## src/rtl/sort_frame_feeder_pkg.sv

```systemverilog
// Shared widths and FSM state encoding for the sort frame feeder and its packer.
`timescale 1ns/1ps
package sort_frame_feeder_pkg;

    localparam int ARRAYWIDTH          = 8;
    localparam int OUTPUT_BUF_DATASIZE = 16;

    typedef enum logic [1:0] {
        SORTFEED_FILL   = 2'd0,
        SORTFEED_LOAD   = 2'd1,
        SORTFEED_WAIT   = 2'd2,
        SORTFEED_RESULT = 2'd3
    } feed_state_e;

endpackage

```

## src/rtl/sort_frame_feeder_if.sv

```systemverilog
// Element input, sorter pair and result port of the feeder, bundled as one interface.
`timescale 1ns/1ps
interface sort_frame_feeder_if #(
    parameter int ARRAY_W = sort_frame_feeder_pkg::ARRAYWIDTH,
    parameter int DATA_W  = sort_frame_feeder_pkg::OUTPUT_BUF_DATASIZE
) ();

    // Both ports are valid/ready: a beat transfers on a rising edge where valid and
    // ready are both high; data is ignored otherwise and ready may depend only on state.
    logic                      in_valid;
    logic                      in_ready;
    logic [DATA_W-1:0]         in_data;
    logic                      in_last;
    logic                      sort_en;
    logic [ARRAY_W*DATA_W-1:0] sort_in;
    logic [DATA_W-1:0]         sort_max;
    logic                      res_valid;
    logic                      res_ready;
    logic [DATA_W-1:0]         res_data;
    logic                      busy;

    modport master (
        output in_valid, in_data, in_last, res_ready, sort_max,
        input  in_ready, sort_en, sort_in, res_valid, res_data, busy
    );

    modport slave (
        input  in_valid, in_data, in_last, res_ready, sort_max,
        output in_ready, sort_en, sort_in, res_valid, res_data, busy
    );

endinterface

```

## src/rtl/sort_frame_packer.sv

```systemverilog
// Slot register array that assembles serial elements into one packed sorter frame.
`timescale 1ns/1ps
module sort_frame_packer #(
    parameter int ARRAY_W = 8,
    parameter int DATA_W  = 16
) (
    input  logic                      clk,
    input  logic                      rst,
    input  logic                      wr_en,
    input  logic [DATA_W-1:0]         wr_data,
    input  logic                      wr_last,
    input  logic                      clr,
    output logic                      at_last_slot,
    output logic [ARRAY_W*DATA_W-1:0] frame
);

    localparam int IDX_W = (ARRAY_W > 1) ? $clog2(ARRAY_W) : 1;

    logic [IDX_W-1:0]                idx_q, idx_d;
    logic [ARRAY_W-1:0][DATA_W-1:0]  slot_q, slot_d;

    assign at_last_slot = (idx_q == IDX_W'(ARRAY_W - 1));
    assign frame        = slot_q;

    // A short frame zeroes every slot above the final element, which is neutral for max.
    always_comb begin
        idx_d  = idx_q;
        slot_d = slot_q;
        if (clr) begin
            idx_d  = '0;
            slot_d = '0;
        end else if (wr_en) begin
            idx_d = idx_q + IDX_W'(1);
            for (int k = 0; k < ARRAY_W; k++) begin
                if (k == int'(idx_q)) begin
                    slot_d[k] = wr_data;
                end else if (wr_last && (k > int'(idx_q))) begin
                    slot_d[k] = '0;
                end
            end
        end
    end

    always_ff @(posedge clk) begin
        if (rst) begin
            idx_q  <= '0;
            slot_q <= '0;
        end else begin
            idx_q  <= idx_d;
            slot_q <= slot_d;
        end
    end

endmodule

```

## src/rtl/sort_frame_feeder.sv

```systemverilog
// Feeds packed frames to the odd-even sorter, holds them for its latency and returns the max.
`timescale 1ns/1ps
module sort_frame_feeder import sort_frame_feeder_pkg::*; #(
    parameter int ARRAY_W  = ARRAYWIDTH,
    parameter int DATA_W   = OUTPUT_BUF_DATASIZE,
    parameter int SORT_LAT = ARRAY_W
) (
    input  logic                clk,
    input  logic                rst,
    sort_frame_feeder_if.slave  bus,
    output feed_state_e         dbg_state
);

    feed_state_e        state_q, state_d;
    logic [7:0]         cnt_q, cnt_d;
    logic               res_valid_q, res_valid_d;
    logic [DATA_W-1:0]  res_data_q, res_data_d;
    logic               pack_wr, pack_clr, at_last_slot;

    sort_frame_packer #(
        .ARRAY_W (ARRAY_W),
        .DATA_W  (DATA_W)
    ) u_packer (
        .clk          (clk),
        .rst          (rst),
        .wr_en        (pack_wr),
        .wr_data      (bus.in_data),
        .wr_last      (bus.in_last),
        .clr          (pack_clr),
        .at_last_slot (at_last_slot),
        .frame        (bus.sort_in)
    );

    always_ff @(posedge clk) begin
        if (rst) begin
            state_q     <= SORTFEED_FILL;
            cnt_q       <= '0;
            res_valid_q <= 1'b0;
            res_data_q  <= '0;
        end else begin
            state_q     <= state_d;
            cnt_q       <= cnt_d;
            res_valid_q <= res_valid_d;
            res_data_q  <= res_data_d;
        end
    end

    always_comb begin
        state_d     = state_q;
        cnt_d       = cnt_q;
        res_valid_d = res_valid_q;
        res_data_d  = res_data_q;
        pack_wr     = 1'b0;
        pack_clr    = 1'b0;
        case (state_q)
            SORTFEED_FILL: begin
                if (bus.in_valid) begin
                    pack_wr = 1'b1;
                    if (at_last_slot || bus.in_last) state_d = SORTFEED_LOAD;
                end
            end
            SORTFEED_LOAD: begin
                state_d = SORTFEED_WAIT;
                cnt_d   = 8'(SORT_LAT - 1);
            end
            SORTFEED_WAIT: begin
                // The sorter's max is sampled on the same edge that leaves WAIT.
                if (cnt_q == 8'd0) begin
                    res_data_d  = bus.sort_max;
                    res_valid_d = 1'b1;
                    state_d     = SORTFEED_RESULT;
                end else begin
                    cnt_d = cnt_q - 8'd1;
                end
            end
            SORTFEED_RESULT: begin
                if (bus.res_ready) begin
                    res_valid_d = 1'b0;
                    pack_clr    = 1'b1;
                    state_d     = SORTFEED_FILL;
                end
            end
            default: state_d = SORTFEED_FILL;
        endcase
    end

    always_comb begin
        bus.in_ready = (state_q == SORTFEED_FILL);
        bus.sort_en  = (state_q == SORTFEED_LOAD) || (state_q == SORTFEED_WAIT);
        bus.busy     = (state_q != SORTFEED_FILL);
    end

    assign bus.res_valid = res_valid_q;
    assign bus.res_data  = res_data_q;
    assign dbg_state     = state_q;

endmodule

```

## src/flat_wrapper.sv

```systemverilog
// flat-port wrapper written by rule: the top's interface ports become plain ports
module sort_frame_feeder_flat import sort_frame_feeder_pkg::*;
#(
    parameter int ARRAY_W  = ARRAYWIDTH,
    parameter int DATA_W   = OUTPUT_BUF_DATASIZE,
    parameter int SORT_LAT = ARRAY_W
)
  (clk, rst, dbg_state, bus_in_valid, bus_in_data, bus_in_last, bus_res_ready, bus_sort_max, bus_in_ready, bus_sort_en, bus_sort_in, bus_res_valid, bus_res_data, bus_busy);
  sort_frame_feeder_if #(.ARRAY_W(ARRAY_W), .DATA_W(DATA_W)) bus_i ();
  input  logic clk;
  input  logic rst;
  output feed_state_e dbg_state;
  input wire logic [$bits(bus_i.in_valid)-1:0] bus_in_valid;
  input wire logic [$bits(bus_i.in_data)-1:0] bus_in_data;
  input wire logic [$bits(bus_i.in_last)-1:0] bus_in_last;
  input wire logic [$bits(bus_i.res_ready)-1:0] bus_res_ready;
  input wire logic [$bits(bus_i.sort_max)-1:0] bus_sort_max;
  output wire logic [$bits(bus_i.in_ready)-1:0] bus_in_ready;
  output wire logic [$bits(bus_i.sort_en)-1:0] bus_sort_en;
  output wire logic [$bits(bus_i.sort_in)-1:0] bus_sort_in;
  output wire logic [$bits(bus_i.res_valid)-1:0] bus_res_valid;
  output wire logic [$bits(bus_i.res_data)-1:0] bus_res_data;
  output wire logic [$bits(bus_i.busy)-1:0] bus_busy;
  assign bus_i.in_valid = bus_in_valid;
  assign bus_i.in_data = bus_in_data;
  assign bus_i.in_last = bus_in_last;
  assign bus_i.res_ready = bus_res_ready;
  assign bus_i.sort_max = bus_sort_max;
  assign bus_in_ready = bus_i.in_ready;
  assign bus_sort_en = bus_i.sort_en;
  assign bus_sort_in = bus_i.sort_in;
  assign bus_res_valid = bus_i.res_valid;
  assign bus_res_data = bus_i.res_data;
  assign bus_busy = bus_i.busy;
  sort_frame_feeder #(.ARRAY_W(ARRAY_W), .DATA_W(DATA_W), .SORT_LAT(SORT_LAT)) u_core (.clk(clk), .rst(rst), .bus(bus_i), .dbg_state(dbg_state));
endmodule
```

## config.mk

```make
export PLATFORM = sky130hd
export DESIGN_NAME = sort_frame_feeder_flat
export DESIGN_NICKNAME = d
export VERILOG_FILES = /design/src/rtl/sort_frame_feeder_pkg.sv /design/src/rtl/sort_frame_feeder_if.sv /design/src/rtl/sort_frame_packer.sv /design/src/rtl/sort_frame_feeder.sv /design/src/flat_wrapper.sv
export SDC_FILE = /design/constraint.sdc
export NUM_CORES = 1
export LEC_CHECK = 0
export CORE_ASPECT_RATIO = 0.5
export CORE_MARGIN = 2
export CORE_UTILIZATION = 42
export CTS_CLUSTER_SIZE = 8
export DETAILED_ROUTE_END_ITERATION = 7
export GPL_TIMING_DRIVEN = 0
export PLACE_DENSITY = 0.88
export RECOVER_POWER = 50
export SKIP_LAST_GASP = 1
export SLEW_MARGIN = 15
export SYNTH_ARGS = -nofsm -noshare
export SYNTH_HDL_FRONTEND = slang
export SYNTH_SLANG_ARGS = --single-unit
```

## constraint.sdc

```tcl
create_clock -name clk -period 1.9 [get_ports clk]
set_clock_uncertainty 0.05 [all_clocks]
set_input_delay 0.38 -clock clk [delete_from_list [all_inputs] [get_ports clk]]
set_output_delay 0.38 -clock clk [all_outputs]
set_load 0.01 [all_outputs]
```

==> results of run 1 <==
what timing repair did:
item,4_1_cts,5_1_grt
setup buffers,3,3
pin swaps,3,3
gates resized for setup,43,48
endpoints found under the hold margin,0,0
setup endpoints to repair,130,111
cell usage after synthesis, types with 2 or more instances:
cell type / number / area (um2)
inv_1: 9 / 33.78
and2_1: 6 / 37.54
buf_2: 15 / 75.07
a21oi_2: 11 / 96.34
nor3b_1: 2 / 15.01
o21a_1: 2 / 15.01
nand4_1: 33 / 206.5
nor2_1: 53 / 198.9
clkbuf_1: 52 / 195.2
a21o_1: 2 / 15.01
o21ai_0: 50 / 250.2
ha_1: 12 / 150.1
o21ai_1: 8 / 40.04
a21oi_1: 70 / 350.3
a31o_2: 2 / 17.52
nand2_1: 124 / 465.5
nor4_1: 2 / 12.51
nand2_2: 10 / 62.56
dfxtp_1: 158 / 3163
a22oi_1: 48 / 360.4
or3_1: 6 / 37.54
nand3_1: 19 / 95.09
clkbuf_2: 2 / 10.01
how the worst min path moves through the flow:
stage                                                          to                               startpoint  depth (start not counted)  slack [ns]
after global routing       u_core.u_packer.frame[63]$_SDFFE_PP0P_                          bus_in_data[15]                          3        0.25
final                      u_core.u_packer.frame[63]$_SDFFE_PP0P_                          bus_in_data[15]                          3        0.25
after CTS                  u_core.u_packer.frame[15]$_SDFFE_PP0P_                          bus_in_data[15]                          3        0.24
after global placement    u_core.u_packer.frame[127]$_SDFFE_PP0P_  u_core.u_packer.frame[127]$_SDFFE_PP0P_                          2        0.39
after floorplan                      u_core.cnt_q[7]$_SDFFE_PP0P_             u_core.cnt_q[7]$_SDFFE_PP0P_                          2        0.42
after detailed placement   u_core.u_packer.frame[14]$_SDFFE_PP0P_   u_core.u_packer.frame[14]$_SDFFE_PP0P_                          2        0.40
metrics by stage:
stage          cell area [um2]  setup TNS [ns]  util (%)  hold slack [ns]
4_1_cts                   8742        -0.06869     60.75           0.2354
5_1_grt                   8830         -0.9577     61.36           0.2524
3_3_place_gp              8100          -43.72     56.29           0.3889
2_1_floorplan             6161               0         -           0.4218
6_report                  8830               0     61.36           0.2475
3_5_place_dp              8100          -50.52     56.29           0.3963
critical path, cell delays in order (launching register included):
cell      delay (ns)
dfxtp_1         0.33
buf_2           0.20
inv_1           0.13
ha_1            0.25
a21oi_2         0.29
clkbuf_2        0.27
o21ai_0         0.12
a21oi_1         0.17
kinds of logic after synthesis:
logic type               count (synthesis)  share of synthesized area, %
AND/OR/NAND/NOR                        266                         19.99
AO/OA/AOI/OAI                          202                         20.11
XOR/XNOR                                 1                        0.1425
buffers and inverters                   83                         5.862
adder cells (fa/ha/maj)                 12                         2.442
flip-flops                             158                         51.46
routing by layer:
layer	track usage (%)	up-vias	share of wire [%]
met5	0	-	0
met3	5.910	50	8.8
li1	-	2865	-
met2	42.26	333	48
met1	30.17	2958	41
met4	11.21	0	2.4
cells in the final DEF, fill, tap and decap left out, types with 2 or more instances in the layout:
cell,netlist,routed
ha_1,12,9
buf_2,15,12
nor3b_1,2,2
a31o_2,2,2
nand4_1,33,33
o21ai_0,50,46
nand3_1,19,18
o21a_1,2,2
buf_4,1,11
clkinv_4,0,2
or3_1,6,6
a22oi_1,48,47
inv_1,9,5
clkdlybuf4s50_1,0,56
nand2_2,10,11
clkbuf_8,0,3
dfxtp_4,0,3
dlygate4sd3_1,0,110
clkinvlp_4,0,2
a21boi_1,1,2
dlygate4sd2_1,0,2
dfxtp_1,158,155
clkbuf_4,0,3
inv_6,0,4
clkbuf_2,2,18
o21ai_2,0,4
a21oi_2,11,12
clkinv_2,0,2
clkbuf_16,0,17
nor2_2,0,2
ha_2,0,2
clkbuf_1,52,24
nor2_1,53,51
o21ai_1,8,8
inv_2,1,4
a21oi_1,70,68
and2_2,0,4
nand2_1,124,123
flip-flops by register name, indices dropped and copies added (netlist names):
signal                 cells
u_core.bus.res_valid       1
u_core.bus.res_data       16
u_core.u_packer.idx_q      3
u_core.cnt_q               8
u_core.dbg_state           2
u_core.u_packer.frame    128
power breakdown:
group | total (mW) | switching (mW) | internal, mW
clock network | 3.30 | 1.42 | 1.88
registers | 3.96 | 0.280 | 3.68
logic | 3.48 | 2.10 | 1.38
layout make-up:
class | instances | area share (%)
clock buffer | 20 | 5.172
timing repair buffer | 175 | 19.65
multi-input combinational | 481 | 30.88
buffer | 64 | 3.869
tap | 198 | 2.806
inverter | 10 | 0.4535
clock inverter | 11 | 1.219
sequential | 158 | 35.95
==> reports/metrics.cfg, run 1 <==
[drt]
vias=6206
final_antenna_net_count=0
via_per_inst=5.556
firstDrtPassIters=5
wire_per_inst_um=18.08
drt_iter0_markers=591
drc=0
drt_wl_total_mm=20.20

[worst_setup_path]
reg2reg_depth=7
required_ns=2.20
rrSetupSlack_ns=0.02
cp.arrival_ns=2.18
cp_max_fo=10
r2r_start=u_core.u_packer.idx_q[2]$_SDFFE_PP0P_
r2r-end=u_core.u_packer.frame[54]$_SDFFE_PP0P_
critPathCapture=u_core.u_packer.frame[54]$_SDFFE_PP0P_
worstSetupStartpoint=u_core.u_packer.idx_q[2]$_SDFFE_PP0P_
endpoint_kind=flop
worst-setup-path-type=flop to flop
cp-start-kind=flop

[synth]
yosysSeqAreaShare_pct=51.46
synth.ff_latch_count=158
async_flop_share_pct=0
synthFlopType=dfxtp_1
synth_fp_nets=771
synth_cells=722
avgSynthCellArea_um2=8.514
ys_warn_count=0
synth_cell_type_count=49
synth_edf_count=0
synth_area_um2=6147

[timing]
finalCriticalPeriod_ns=1.879
worst_slack_ns=0.02099
timing.fmax_mhz=532.2
slew_viol_final=0
maxSlewHeadroom_pct=52.31
rsz0062_at_grt=yes
final-setup-viol-count=0
tightest_slew_ns=0.7153
hold_viol_final=0
period_share_pct=98.90

[flow_run]
cap_violations=0

[global_routing]
grt_max_degree=17
grt_pass1_vias=5645
grtUsageTotal_pct=24.65
antenna_found_initial=0
grt_pass1_wl_mm=29.72
grt-ovfl-total=0

[clock_tree]
cts-hold-fix-buffers=0
cts_root_buf=clkbuf_16
clock_latency_ns=0.42
cts_tree=yes
clock_sinks=158
htreeDepth=4
cts.clk_slew.worst_paths_ns=0.07
cts_buffers=17
clock_path_buffers=2

[final_layout]
diodes=0
multi_input_area_um2=2726
fillers=1159
nNetsFinal=956
seq_area_um2=3174
final_cells=1117
layout-drive-gt1-share_pct=15.13
area_delta_synth_final_pct=43.64

[pwr]
ir_drop_v=0.0006467
powerDensity_nw_per_um2=1217
finalPower_mw=10.75
leakagePower_nw=3.437

[die]
start_util_pct=42.72
die_w_um=175.1
rows=31
dieHeight_um=89.55
num_io_pins=187
coreArea_um2=14390
dieArea_um2=15680

[place]
hpwl_mm=13.78
portBuffers=169
dpl.cell_count=1089
dpl_worst_slack_ns=-0.5776
gp_congestion=0.8528

[hold_path]
hold_path.class=primary input to flop

[status]
status=finished, final reports clean

(Power assumes the default switching activity.)
==> inputs of run 2 (changes only) <==
--- a/config.mk
+++ b/config.mk
@@ -5,13 +5,16 @@
 export SDC_FILE = /design/constraint.sdc
 export NUM_CORES = 1
 export LEC_CHECK = 0
+export ABC_AREA = 1
+export CELL_PAD_IN_SITES_DETAIL_PLACEMENT = 1
+export CELL_PAD_IN_SITES_GLOBAL_PLACEMENT = 1
 export CORE_ASPECT_RATIO = 0.5
 export CORE_MARGIN = 2
-export CORE_UTILIZATION = 42
+export CORE_UTILIZATION = 30
 export CTS_CLUSTER_SIZE = 8
 export DETAILED_ROUTE_END_ITERATION = 7
 export GPL_TIMING_DRIVEN = 0
-export PLACE_DENSITY = 0.88
+export PLACE_DENSITY_LB_ADDON = 0.1
 export RECOVER_POWER = 50
 export SKIP_LAST_GASP = 1
 export SLEW_MARGIN = 15
==> reports/metrics.cfg, run 2 <==
[flow_run]
cap_violations=0  ; unchanged

[hold_path]
min_from=u_core.u_packer.frame[121]$_SDFFE_PP0P_
min_to=u_core.u_packer.frame[121]$_SDFFE_PP0P_
worstHoldPathCells=2  ; -1
hold_path.class=flop to flop

[timing]
slew_viol_final=0  ; unchanged
timing.fmax_mhz=552.8  ; +3.9%
period_share_pct=95.21  ; -3.7 points
finalCriticalPeriod_ns=1.809  ; -0.07010 ns
hold_slack_ns=0.4129  ; +0.1655 ns
rsz0062_at_grt=yes
maxSlewHeadroom_pct=42.09  ; -10 points
hold_viol_final=0  ; unchanged
final-setup-viol-count=0  ; unchanged
tightest_slew_ns=0.8686  ; +0.1533 ns
worst_slack_ns=0.09109  ; +0.07010 ns

[synth]
synth.ff_latch_count=158  ; unchanged
synthFlopType=dfxtp_1
avgSynthCellArea_um2=7.705  ; -9.5%
yosysMostFrequentCell=dfxtp_1
yosysSeqAreaShare_pct=50.31  ; -1.1 points
synth_commonest_cells=dfxtp_1 (158), nand2_1 (156), a21oi_1 (107)
synth_cells=816  ; +13%
ys_warn_count=0  ; unchanged
synth_area_um2=6287  ; +2.3%
synth_cell_type_count=28  ; -43%
async_flop_share_pct=0  ; unchanged
synth_top_area_share_pct=50.31  ; -1.1 points
synth_area_leader_cell=dfxtp_1
synthTopCellsByArea=dfxtp_1 (50%), nand2_1 (9.3%), a21oi_1 (8.5%), nand3_1 (7.2%), nor2_1 (5.7%)
synth_fp_nets=865  ; +12%
synth_edf_count=0  ; unchanged

[global_routing]
antenna_found_initial=0  ; unchanged
grtUsageTotal_pct=21.09  ; -3.6 points
grt_max_degree=17  ; unchanged
grt-ovfl-total=0  ; unchanged
grt_pass1_vias=6241  ; +11%
grt_pass1_wl_mm=35.80  ; +20%

[pwr]
ir_drop_v=0.0006924  ; +7.1%
finalPower_mw=12.14  ; +13%
p_seq_share_pct=34.0  ; -2.9 points
p_switching_mw=4.235  ; +11%
p_comb_share_pct=33.9  ; +1.5 points
swShare_pct=34.88  ; -0.48 points
pwr-share-clk_pct=32.1  ; +1.4 points
internal_power_mw=7.906  ; +14%
powerDensity_nw_per_um2=1328  ; +9.1%
leakagePower_nw=3.274  ; -4.7%

[place]
dpl.cell_count=1260  ; +16%
dpl_worst_slack_ns=-0.5468  ; +0.03079 ns
hpwl_mm=16.59  ; +20%
gp_congestion=0.7996  ; -6.2%
portBuffers=171  ; +1.2%

[clock_tree]
htreeDepth=4  ; unchanged
clock_latency_ns=0.42  ; about the same
cts_buffers=17  ; unchanged
clock_path_buffers=2  ; unchanged
cts-hold-fix-buffers=0  ; unchanged
cts_root_buf=clkbuf_16
cts.clk_slew.worst_paths_ns=0.06  ; about the same
cts_tree=yes
clock_sinks=158  ; unchanged

[worst_setup_path]
cp_max_fo=5  ; -5
worst-setup-path-type=flop to primary output
r2r-end=u_core.u_packer.frame[41]$_SDFFE_PP0P_
reg2reg_depth=9  ; +2
cp.arrival_ns=1.38  ; -0.80 ns
cp-start-kind=flop
required_ns=1.47  ; -0.73 ns
r2r_start=u_core.dbg_state[1]$_SDFFE_PP0P_
worstSetupStartpoint=u_core.dbg_state[1]$_SDFFE_PP0P_
rrSetupSlack_ns=0.10  ; +0.08 ns
endpoint_kind=primary output

[die]
coreArea_um2=20550  ; +43%
rows=37  ; +19%
dieHeight_um=106.4  ; +19%
dieArea_um2=22200  ; +42%
die_w_um=208.7  ; +19%
start_util_pct=30.59  ; -12 points
num_io_pins=187  ; unchanged

[drt]
via_per_inst=4.912  ; -12%
wire_per_inst_um=18.16  ; +0.45%
drt_wl_total_mm=23.47  ; +16%
drc=0  ; unchanged
final_antenna_net_count=0  ; unchanged
firstDrtPassIters=4  ; -1
drt_iter0_markers=356  ; -40%
vias=6346  ; +2.3%

[final_layout]
final_util_pct=44.47  ; -17 points
largest_reg_flops=128  ; unchanged
layout-drive-gt1-share_pct=11.78  ; -3.3 points
final_common_cell=clkdlybuf4s50_1
area_delta_synth_final_pct=45.39
layout_common_cells=clkdlybuf4s50_1 (168), nand2_1 (154), dfxtp_1 (153), a21oi_1 (106), nor2_1 (95)
nNetsFinal=1056  ; +10%
final_cells=1292  ; +16%
diodes=0  ; unchanged

[status]
status=finished, final reports clean

## run 2: cells by family (layout without fill, tap and decap cells)
logic type / Yosys count / in the layout / synth area share (%)
AO/OA/AOI/OAI: 171 / 171 / 14.37
XOR/XNOR: 1 / 1 / 0.1393
adder cells (fa/ha/maj): 12 / 12 / 2.388
buffers and inverters: 100 / 303 / 7.184
flip-flops: 158 / 158 / 50.31
AND/OR/NAND/NOR: 374 / 374 / 25.61
## run 2: how the worst max path moves through the flow
stage | end | slack, ns | cells past startpoint
6_report | bus_busy | 0.09 | 4
5_1_grt | u_core.u_packer.frame[41]$_SDFFE_PP0P_ | -0.03 | 9
2_1_floorplan | u_core.u_packer.frame[118]$_SDFFE_PP0P_ | 0.11 | 9
3_5_place_dp | u_core.u_packer.frame[50]$_SDFFE_PP0P_ | -0.55 | 6
4_1_cts | u_core.u_packer.frame[77]$_SDFFE_PP0P_ | -0.05 | 6
3_3_place_gp | u_core.u_packer.frame[51]$_SDFFE_PP0P_ | -0.50 | 6
## run 2: layout make-up
type,instances,area (um2)
multi-input cells,558,2715
plain buffers,65,386.6
well taps,273,341.6
repair buffers,175,1734
clock buffers,19,452.9
flip-flops and latches,158,3172
inverters,32,130.1
fillers,2493,11410
clock inverters,12,209.0
## run 2: what timing repair did
action / CTS / global route
setup endpoints to repair: 122 / 117
gates resized for setup: 19 / 47
setup buffers: 2 / 1
pin swaps: 0 / 1
cloned: 0 / 1
## run 2: metrics by stage
stage	instance area [um2]	setup TNS, ns
floorplan	6287	0
global placement	8341	-51.50
detailed placement	8341	-56.66
CTS	9039	-0.7966
global route	9141	-0.1382
finish	9141	0
## run 2: worst max-delay path: stages (launching register included)
cell and delay [ns]:
dfxtp_2 0.37, inv_1 0.09, ha_4 0.19, inv_1 0.05, dlygate4sd2_1 0.26
## run 2: metal layers
metal  part of all wire (%)  GRT usage [%]
met2                     45          33.26
met4                   0.64          4.031
met1                     49          29.50
met3                    5.4          4.934
met5                      0              0
## run 2: power by group through the flow
| stage | sequential (mW) | clock, mW | combinational (mW) |
|---|---|---|---|
| floorplan | 4.31 | 0 | 2.09 |
| global placement | 4.17 | 0 | 3.88 |
| detailed placement | 4.19 | 0 | 3.96 |
| CTS | 4.13 | 3.98 | 4.00 |
| global route | 4.18 | 4.14 | 4.56 |
| finish | 4.13 | 3.89 | 4.12 |
